**config.mk**
```make
export PLATFORM = sky130hd
export DESIGN_NAME = pled_fade_sequencer
export DESIGN_NICKNAME = d
export VERILOG_FILES = /design/src/rtl/pled_fade_sequencer.sv
export SDC_FILE = /design/constraint.sdc
export NUM_CORES = 1
export LEC_CHECK = 0
export ABC_AREA = 1
export BUFFER_PORTS_ARGS = -buffer_cell sky130_fd_sc_hd__buf_2
export CAP_MARGIN = 20
export CORE_ASPECT_RATIO = 1.25
export CORE_MARGIN = 3
export CORE_UTILIZATION = 65
export DETAILED_ROUTE_END_ITERATION = 8
export PLACE_DENSITY_LB_ADDON = 0.1
export SYNTH_ARGS = -nofsm -noshare
export SYNTH_HDL_FRONTEND = slang
export SYNTH_SLANG_ARGS = --single-unit
```
**constraint.sdc**
```tcl
create_clock -name clk -period 5.1 [get_ports clk]
set_clock_uncertainty 0.15 [all_clocks]
set_input_delay 0.51 -clock clk [delete_from_list [all_inputs] [get_ports clk]]
set_output_delay 0.51 -clock clk [all_outputs]
set_load 0.1 [all_outputs]
```
**src/rtl/pled_fade_sequencer.sv**
```systemverilog
// rtl/pled_fade_sequencer.sv - PWM LED fade sequencer for the Pmod PowerLED
//
// Purpose: owns a free-running PWM counter, a step-rate prescaler and one duty
// register per LED channel. On start it ramps each channel in turn up to
// max_level, holds for hold_steps+1 steps, ramps back to zero, then moves on to
// the next channel, optionally looping back to channel 0.
//
// Ports:
//   clk, rst_n      - system clock, asynchronous active-low reset
//   start, stop     - one-cycle command pulses (stop has priority)
//   max_level       - peak duty, latched on accepted start
//   hold_steps      - hold length in steps minus one, latched on accepted start
//   repeat_en       - loop after last channel, latched on accepted start
//   led_out         - registered PWM outputs, one per channel
//   busy, done      - sequence running / one-cycle completion pulse
//   active_ch       - channel currently being faded
//   pwm_counter     - debug view of the PWM counter
//   step_tick       - debug view of the prescaler tick

module pled_fade_sequencer #(
    parameter int CHANNELS = 4,
    parameter int PWM_BITS = 4,
    parameter int TICK_DIV = 4096,
    localparam int CH_W    = (CHANNELS > 1) ? $clog2(CHANNELS) : 1
) (
    input  logic                clk,
    input  logic                rst_n,
    input  logic                start,
    input  logic                stop,
    input  logic [PWM_BITS-1:0] max_level,
    input  logic [7:0]          hold_steps,
    input  logic                repeat_en,
    output logic [CHANNELS-1:0] led_out,
    output logic                busy,
    output logic                done,
    output logic [CH_W-1:0]     active_ch,
    output logic [PWM_BITS-1:0] pwm_counter,
    output logic                step_tick
);

    localparam int DIV_W = $clog2(TICK_DIV);

    typedef enum logic [2:0] {
        S_IDLE = 3'd0,
        S_UP   = 3'd1,
        S_HOLD = 3'd2,
        S_DOWN = 3'd3,
        S_NEXT = 3'd4
    } state_t;

    state_t                state_q, state_d;
    logic [PWM_BITS-1:0]   pwm_q, pwm_d;
    logic [DIV_W-1:0]      div_q, div_d;
    logic [PWM_BITS-1:0]   duty_q [CHANNELS];
    logic [PWM_BITS-1:0]   duty_d [CHANNELS];
    logic [CH_W-1:0]       active_q, active_d;
    logic [7:0]            hold_cnt_q, hold_cnt_d;
    logic [PWM_BITS-1:0]   max_q, max_d;
    logic [7:0]            hold_steps_q, hold_steps_d;
    logic                  repeat_q, repeat_d;
    logic [CHANNELS-1:0]   led_q, led_d;
    logic                  done_q, done_d;
    logic                  tick;

    assign tick = (state_q != S_IDLE) && (div_q == DIV_W'(TICK_DIV - 1));

    always_comb begin
        state_d      = state_q;
        pwm_d        = pwm_q + PWM_BITS'(1);
        active_d     = active_q;
        hold_cnt_d   = hold_cnt_q;
        max_d        = max_q;
        hold_steps_d = hold_steps_q;
        repeat_d     = repeat_q;
        done_d       = 1'b0;
        for (int c = 0; c < CHANNELS; c++) begin
            duty_d[c] = duty_q[c];
            led_d[c]  = (pwm_q < duty_q[c]);
        end

        if (stop) begin
            state_d    = S_IDLE;
            active_d   = '0;
            hold_cnt_d = '0;
            for (int c = 0; c < CHANNELS; c++) duty_d[c] = '0;
        end else begin
            case (state_q)
                S_IDLE: begin
                    if (start) begin
                        max_d        = max_level;
                        hold_steps_d = hold_steps;
                        repeat_d     = repeat_en;
                        active_d     = '0;
                        for (int c = 0; c < CHANNELS; c++) duty_d[c] = '0;
                        state_d      = S_UP;
                    end
                end
                S_UP: begin
                    if (tick) begin
                        if (duty_q[active_q] == max_q) begin
                            hold_cnt_d = '0;
                            state_d    = S_HOLD;
                        end else begin
                            duty_d[active_q] = duty_q[active_q] + PWM_BITS'(1);
                        end
                    end
                end
                S_HOLD: begin
                    if (tick) begin
                        if (hold_cnt_q == hold_steps_q) state_d = S_DOWN;
                        else hold_cnt_d = hold_cnt_q + 8'd1;
                    end
                end
                S_DOWN: begin
                    if (tick) begin
                        if (duty_q[active_q] == '0) state_d = S_NEXT;
                        else duty_d[active_q] = duty_q[active_q] - PWM_BITS'(1);
                    end
                end
                S_NEXT: begin
                    // Single-cycle hop between channels; the prescaler keeps
                    // running so tick spacing stays uniform.
                    if (active_q < CH_W'(CHANNELS - 1)) begin
                        active_d = active_q + CH_W'(1);
                        state_d  = S_UP;
                    end else if (repeat_q) begin
                        active_d = '0;
                        state_d  = S_UP;
                    end else begin
                        state_d = S_IDLE;
                        done_d  = 1'b1;
                    end
                end
                default: state_d = S_IDLE;
            endcase
        end

        // Prescaler restarts from zero on an accepted start and rests at zero
        // whenever the sequencer is (or is about to be) idle.
        if (state_q == S_IDLE || state_d == S_IDLE) div_d = '0;
        else if (div_q == DIV_W'(TICK_DIV - 1)) div_d = '0;
        else div_d = div_q + DIV_W'(1);
    end

    always_ff @(posedge clk or negedge rst_n) begin
        if (!rst_n) begin
            state_q      <= S_IDLE;
            pwm_q        <= '0;
            div_q        <= '0;
            active_q     <= '0;
            hold_cnt_q   <= '0;
            max_q        <= '0;
            hold_steps_q <= '0;
            repeat_q     <= 1'b0;
            led_q        <= '0;
            done_q       <= 1'b0;
            for (int c = 0; c < CHANNELS; c++) duty_q[c] <= '0;
        end else begin
            state_q      <= state_d;
            pwm_q        <= pwm_d;
            div_q        <= div_d;
            active_q     <= active_d;
            hold_cnt_q   <= hold_cnt_d;
            max_q        <= max_d;
            hold_steps_q <= hold_steps_d;
            repeat_q     <= repeat_d;
            led_q        <= led_d;
            done_q       <= done_d;
            for (int c = 0; c < CHANNELS; c++) duty_q[c] <= duty_d[c];
        end
    end

    assign led_out     = led_q;
    assign busy        = (state_q != S_IDLE);
    assign done        = done_q;
    assign active_ch   = active_q;
    assign pwm_counter = pwm_q;
    assign step_tick   = tick;

endmodule

```
# ---- Yosys cells after proc, flatten, opt, wreduce, memory -nomap -nowiden
# Index checks and enable logic that the tools add are counted.
dict set report totals {
  input_bits 17
  output_inout_bits 13
  wordCells 101
  register_bits 63
}
dict set report op_classes {
  n_lt_le_gt_ge 7
  reduce_logical 14
  addsub 6
  bitwise 2
  eq_ne 16
  mux 42
}
# cell n
set op_table {}
lappend op_table {{16-bit two-way mux} 6}
lappend op_table {{16-bit one-hot mux with 3 select lines} 1}
lappend op_table {{8-bit two-way mux} 5}
lappend op_table {{16-bit bitwise mux} 2}
lappend op_table {{12-bit two-way mux} 2}
lappend op_table {{3-bit two-way mux} 8}
lappend op_table {{3-bit != test (second input constant)} 8}
lappend op_table {{4-bit less-than comparator} 4}
lappend op_table {{8-bit one-hot mux with 2 select lines} 1}
lappend op_table {{3-bit one-hot mux with 5 select lines} 1}
lappend op_table {{12-bit by 1-bit adder with 12-bit output (second input constant)} 1}
lappend op_table {{12-bit == test (second input constant)} 1}
lappend op_table {{4-bit two-way mux} 3}
lappend op_table {{3-bit nonzero test} 3}
lappend op_table {{4-bit by 1-bit adder with 4-bit output (second input constant)} 2}
lappend op_table {{8-bit by 1-bit adder with 8-bit output (second input constant)} 1}
lappend op_table {{4-bit binary-select mux with 2-bit select} 1}
lappend op_table {{4-bit demux with 2-bit select} 1}
lappend op_table {{8-bit == test} 1}
lappend op_table {{2-bit two-way mux} 4}
lappend op_table {{3-bit by 2-bit == test with 1-bit output (second input constant)} 2}
lappend op_table {{3-bit logical NOT} 2}
lappend op_table {{1-bit two-way mux} 6}
lappend op_table {{3-bit AND reduction} 2}
lappend op_table {{18 further kinds} 19}

# ---- Depth between registers and ports, before layout
dict set report logic_depth {
  depth_word 12
  mapped_depth 16
  depth_no_buf 15
}

# ---- Worst setup path before layout
# No wires, ideal clock.
dict set report synth_path {
  kind {reg2reg}
  startpoint {reg state_q[1]}
  endpoint {reg div_q[3]}
  synth_period_minus_slack_ns 2.952
  t_arrival_ns 2.730
  path_slack_ns 2.148
  path_stages_with_launch 13
  setup_ns 0.071
  cell_sequence {dfrtp_1 nor2_1 nand2_1 nand4_2 clkinv_2 nand3_1 nand2_1 nand2_1 nand2_1 nand3_1 nand2_1 buf_4 nor2_1}
}
dict set report synth_via {
  elab_chain_len 8
  elab_cells_between_ends 19
}
# item line_no
set synth_lines {}
lappend synth_lines {{from (decl)} 51} ;# state_t state_q, state_d;
lappend synth_lines {{from (signal assigned)} 159} ;# state_q <= state_d;
lappend synth_lines {{3-bit nonzero test (*)} -}
lappend synth_lines {{via busy} 34} ;# output logic busy,
lappend synth_lines {{1-bit logical AND (*)} 65} ;# assign tick = (state_q != S_IDLE) && (div_q == DIV_W'(TICK_DIV - 1));
lappend synth_lines {{via step_tick} 38} ;# output logic step_tick
lappend synth_lines {{3-bit two-way mux (on tied branches)} {115, 109, 99}}
lappend synth_lines {{3-bit one-hot mux with 5 select lines (*)} 87} ;# case (state_q)
lappend synth_lines {{3-bit two-way mux (*)} 81} ;# if (stop) begin
lappend synth_lines {{3-bit logical NOT (*)} 140} ;# if (state_q == S_IDLE || state_d == S_IDLE) div_d = '0;
lappend synth_lines {{1-bit logical OR (*)} 140}
lappend synth_lines {{12-bit two-way mux (*)} 140}
lappend synth_lines {{via div_d[3]} 53} ;# logic [DIV_W-1:0] div_q, div_d;
lappend synth_lines {{to (signal assigned)} 161} ;# div_q <= div_d;
lappend synth_lines {{to (decl)} 53}
# The timed path passes the listed nets; every way through them passes the cells marked *.
# A chain may end at the register's enable or synchronous reset.

# ---- Worst setup path in the final report
dict set report layout_path {
  startpoint {reg active_q[0], in the netlist active_ch[0]}
  endpoint {reg div_q[11]}
}
dict set report layout_via {
  elab_chain_len 12
  elab_cells_between_ends 17
}
# item line_no
set layout_lines {}
lappend layout_lines {{from (decl)} 56} ;# logic [CH_W-1:0] active_q, active_d;
lappend layout_lines {{from (signal assigned)} 162} ;# active_q <= active_d;
lappend layout_lines {{2-bit NOT with 3-bit output (implied by the code)} {100, 116}}
lappend layout_lines {{4-bit binary-select mux with 2-bit select} {100, 116}}
lappend layout_lines {{4-bit two-way mux (implied by the code) (2 in a row)} {100, 116}}
lappend layout_lines {{4-bit == test / 4-bit logical NOT (equally long branches)} {100, 116}}
lappend layout_lines {{3-bit two-way mux (on tied branches)} {100, 116}}
lappend layout_lines {{3-bit two-way mux (on tied branches)} {99, 115}}
lappend layout_lines {{3-bit one-hot mux with 5 select lines (*)} 87}
lappend layout_lines {{3-bit two-way mux (*)} 81}
lappend layout_lines {{3-bit logical NOT (*)} 140}
lappend layout_lines {{1-bit logical OR (*)} 140}
lappend layout_lines {{12-bit two-way mux (*)} 140}
lappend layout_lines {{via div_d[11]} 53}
# The timed path passes the listed nets; every way through them passes the cells marked *. The select of a mux whose other input is x is not followed.

==> reports/qor.csv <==
metric,value,unit
row count,31,
crit path max fanout,14,
root buf cell,clkbuf_8,
Post-Syn Area per Cell,7.42,um^2
relative slew slack,0.365,
pin count of the biggest net entering global routing,64,
# nets final,600,
CP cell instances,"inv_2, nand2_1, nand3_1, nand2_2, ha_1, nand3_2, nor2_1, nor2_1, nor2_1, nand2_1, nand2_1, nand3_1, nand2_1, nor2_1",
core area,5860,um^2
R2R Setup Slk,2290,ps
routed len/inst,14.6,um
Num CTS Buffers,9,
gr busiest metal,met2,
Clock Latency Late Sink,350,ps
Synth warnings,0,
Max clock buf depth,2,
Yosys reg bits,63,
Lkg Pwr,0.00215,uW
first-pass GRT wire length,15.4,mm
Fin Hold WS,159,ps
ANT cells,0,
CTS tree,yes,
1st-pass router iterations,7,
RSZ-0062 raised after global routing,false,
startpoint types,flip-flop,
Post-Place Cells,633,
type of the tightest min-delay check,in2async,
"Min Clock Period, post-route",2810,ps
"commonest cells after routing, fill and taps aside","nand2_1 (134), inv_1 (68), dfrtp_1 (63), nor2_1 (52), nand3_1 (45)",
total setup buffers inserted after CTS,0,
Non-Filler Instances,649,
syn_nets,573,
R2R Path End,div_q[11],
number of remaining DRC errors,0,
# clock sinks,63,
M2 GR Usage,0.467,
grt met3 use,0.0581,
total gr overflow,0,
peak supply drop,188,uV
area delta synth->final,10.1,%
setup_tns,0,ps
Critical R2R Launch,active_ch[0],
Tightest Pin Transition,949,ps
Final Util,0.746,
Critical Path AT,2880,ps
Yosys cell types,34,
Synth top area share,0.397,
"Clk pin slew, worst setup/hold paths",80,ps
top post-synthesis cells by area,"dfrtp_1 (40%), nand2_1 (13%), ha_1 (6.6%)",
max-cap viol count,0,
DRT iter0 DRCs,382,
met1 Resource Use GR,0.362,
Post-CTS Hold Buffers,0,
leading area contributor after synthesis,dfrtp_1,
initial antenna violation count,0,
Final HPWL DP,6.82,mm
mapped cell area,3970,um^2
FMAX,356,MHz
CP max-delay cell,dfrtp_1,
chip width,75.9,um
post-synthesis cell count,535,
Crit. End Element,flip-flop,
RD Place Congestion,1.02,
Die Ht,93.4,um
critical path class,reg2reg,
layout cells sized above 1,0.125,
Total GRT Usage,0.286,
vias per cell,5.71,
FF-to-FF path depth,14,
"slowest stage delay, CP",640,ps
Max Slew Vio Count,0,
PortBufs,29,
final cycle utilization of the critical path,0.550,
H-tree Lvls,3,
Die ar.,7090,um^2
Final Setup Violations,0,
post-CTS resize count,0,
ANT nets after route,0,
I/O pins,30,
Starting Density,0.678,
cell area power density,263,nW/um^2
total vias in the final route,3703,
Final Hold Viols,0,
vias in the first global route,3427,
status,"finished, final reports clean",
"Data required, critical path",5180,ps
"most common cell after layout, fill and taps aside",nand2_1,
routed wire length,9.47,mm
register area share after synthesis,0.397,
## worst max-delay path, delay by kind of cell, from the launching register on
kind,cells,cell delay [ps]
and+or+nand+nor,12,1450
DFF,1,640
adders and majority gates,1,230
buffers and inverters,1,180
## sequential cells by signal, indices dropped and copies added, names as in the netlist
name,flops
pwm_counter,4
repeat_q,1
led_out,4
duty_q,16
hold_cnt_q,8
div_q,12
max_q,4
hold_steps_q,8
done,1
state_q,3
active_ch,2
## synth_stat cells
cell type	number
nand2_1	134
inv_1	68
dfrtp_1	63
nor2_1	52
nand3_1	45
o21ai_0	36
a21oi_1	23
ha_1	21
o21ai_1	11
xor2_1	11
nor3_1	7
clkbuf_1	6
nand3_2	6
a21o_1	5
buf_2	5
xnor2_1	5
a211oi_1	4
nand2_2	4
nand4_1	4
inv_2	3
mux2_2	3
o22ai_1	3
buf_4	2
nor2_2	2
o211ai_1	2
o31ai_1	2
buf_6	1
clkinv_2	1
inv_4	1
nand4_2	1
nor2_4	1
nor3_2	1
nor3_4	1
or2_2	1
## worst max path at each step
| stage | startpoint | cells after the start | end |
|---|---|---|---|
| 2_1_floorplan | state_q[1] | 12 | div_q[3] |
| 3_3_place_gp | stop | 4 | hold_steps_q[6] |
| 3_5_place_dp | stop | 4 | repeat_q |
| 4_1_cts | active_ch[0] | 14 | div_q[6] |
| 5_1_grt | active_ch[0] | 14 | div_q[4] |
| 6_report | active_ch[0] | 14 | div_q[11] |
## kinds of logic after synthesis
logic type / count (synthesis) / share of synthesized area
buf+inv: 87 / 0.0886
simple gates: 259 / 0.287
xor+xnor: 16 / 0.0353
fa+ha+maj: 21 / 0.0662
flops: 63 / 0.397
compound gates: 86 / 0.118
mux: 3 / 0.00851
## layout make-up
class / count / area [um^2]
timing repair buffer: 30 / 153
multi-input combinational: 385 / 2040
inverter: 73 / 278
tap: 82 / 103
sequential: 63 / 1580
clock inverter: 7 / 96.3
clock buffer: 9 / 124
fill: 455 / 1490
## through the flow
step / setup slack, ps / power (uW) / instance area, um^2
6_report: 2290 / 1150 / 4370
4_1_cts: 2390 / 1150 / 4370
3_5_place_dp: 2290 / 672 / 4150
2_1_floorplan: 2150 / 634 / 3970
3_3_place_gp: 2320 / 668 / 4150
5_1_grt: 1980 / 1200 / 4370
## layer usage
| metal | share of wire | vias to the layer above | wire length, um |
|---|---|---|---|
| met5 | 0 | - | 0 |
| met4 | 0.027 | 0 | 253 |
| met3 | 0.071 | 33 | 675 |
| met2 | 0.49 | 169 | 4640 |
| met1 | 0.41 | 1721 | 3900 |
| li1 | - | 1780 | - |
## power breakdown
group / internal (uW) / switching, uW
Clock: 277 / 212
Sequential: 520 / 12.8
Combinational: 37.9 / 92.6
Total: 834 / 317
No activity file was read; power rests on OpenSTA's default activity.
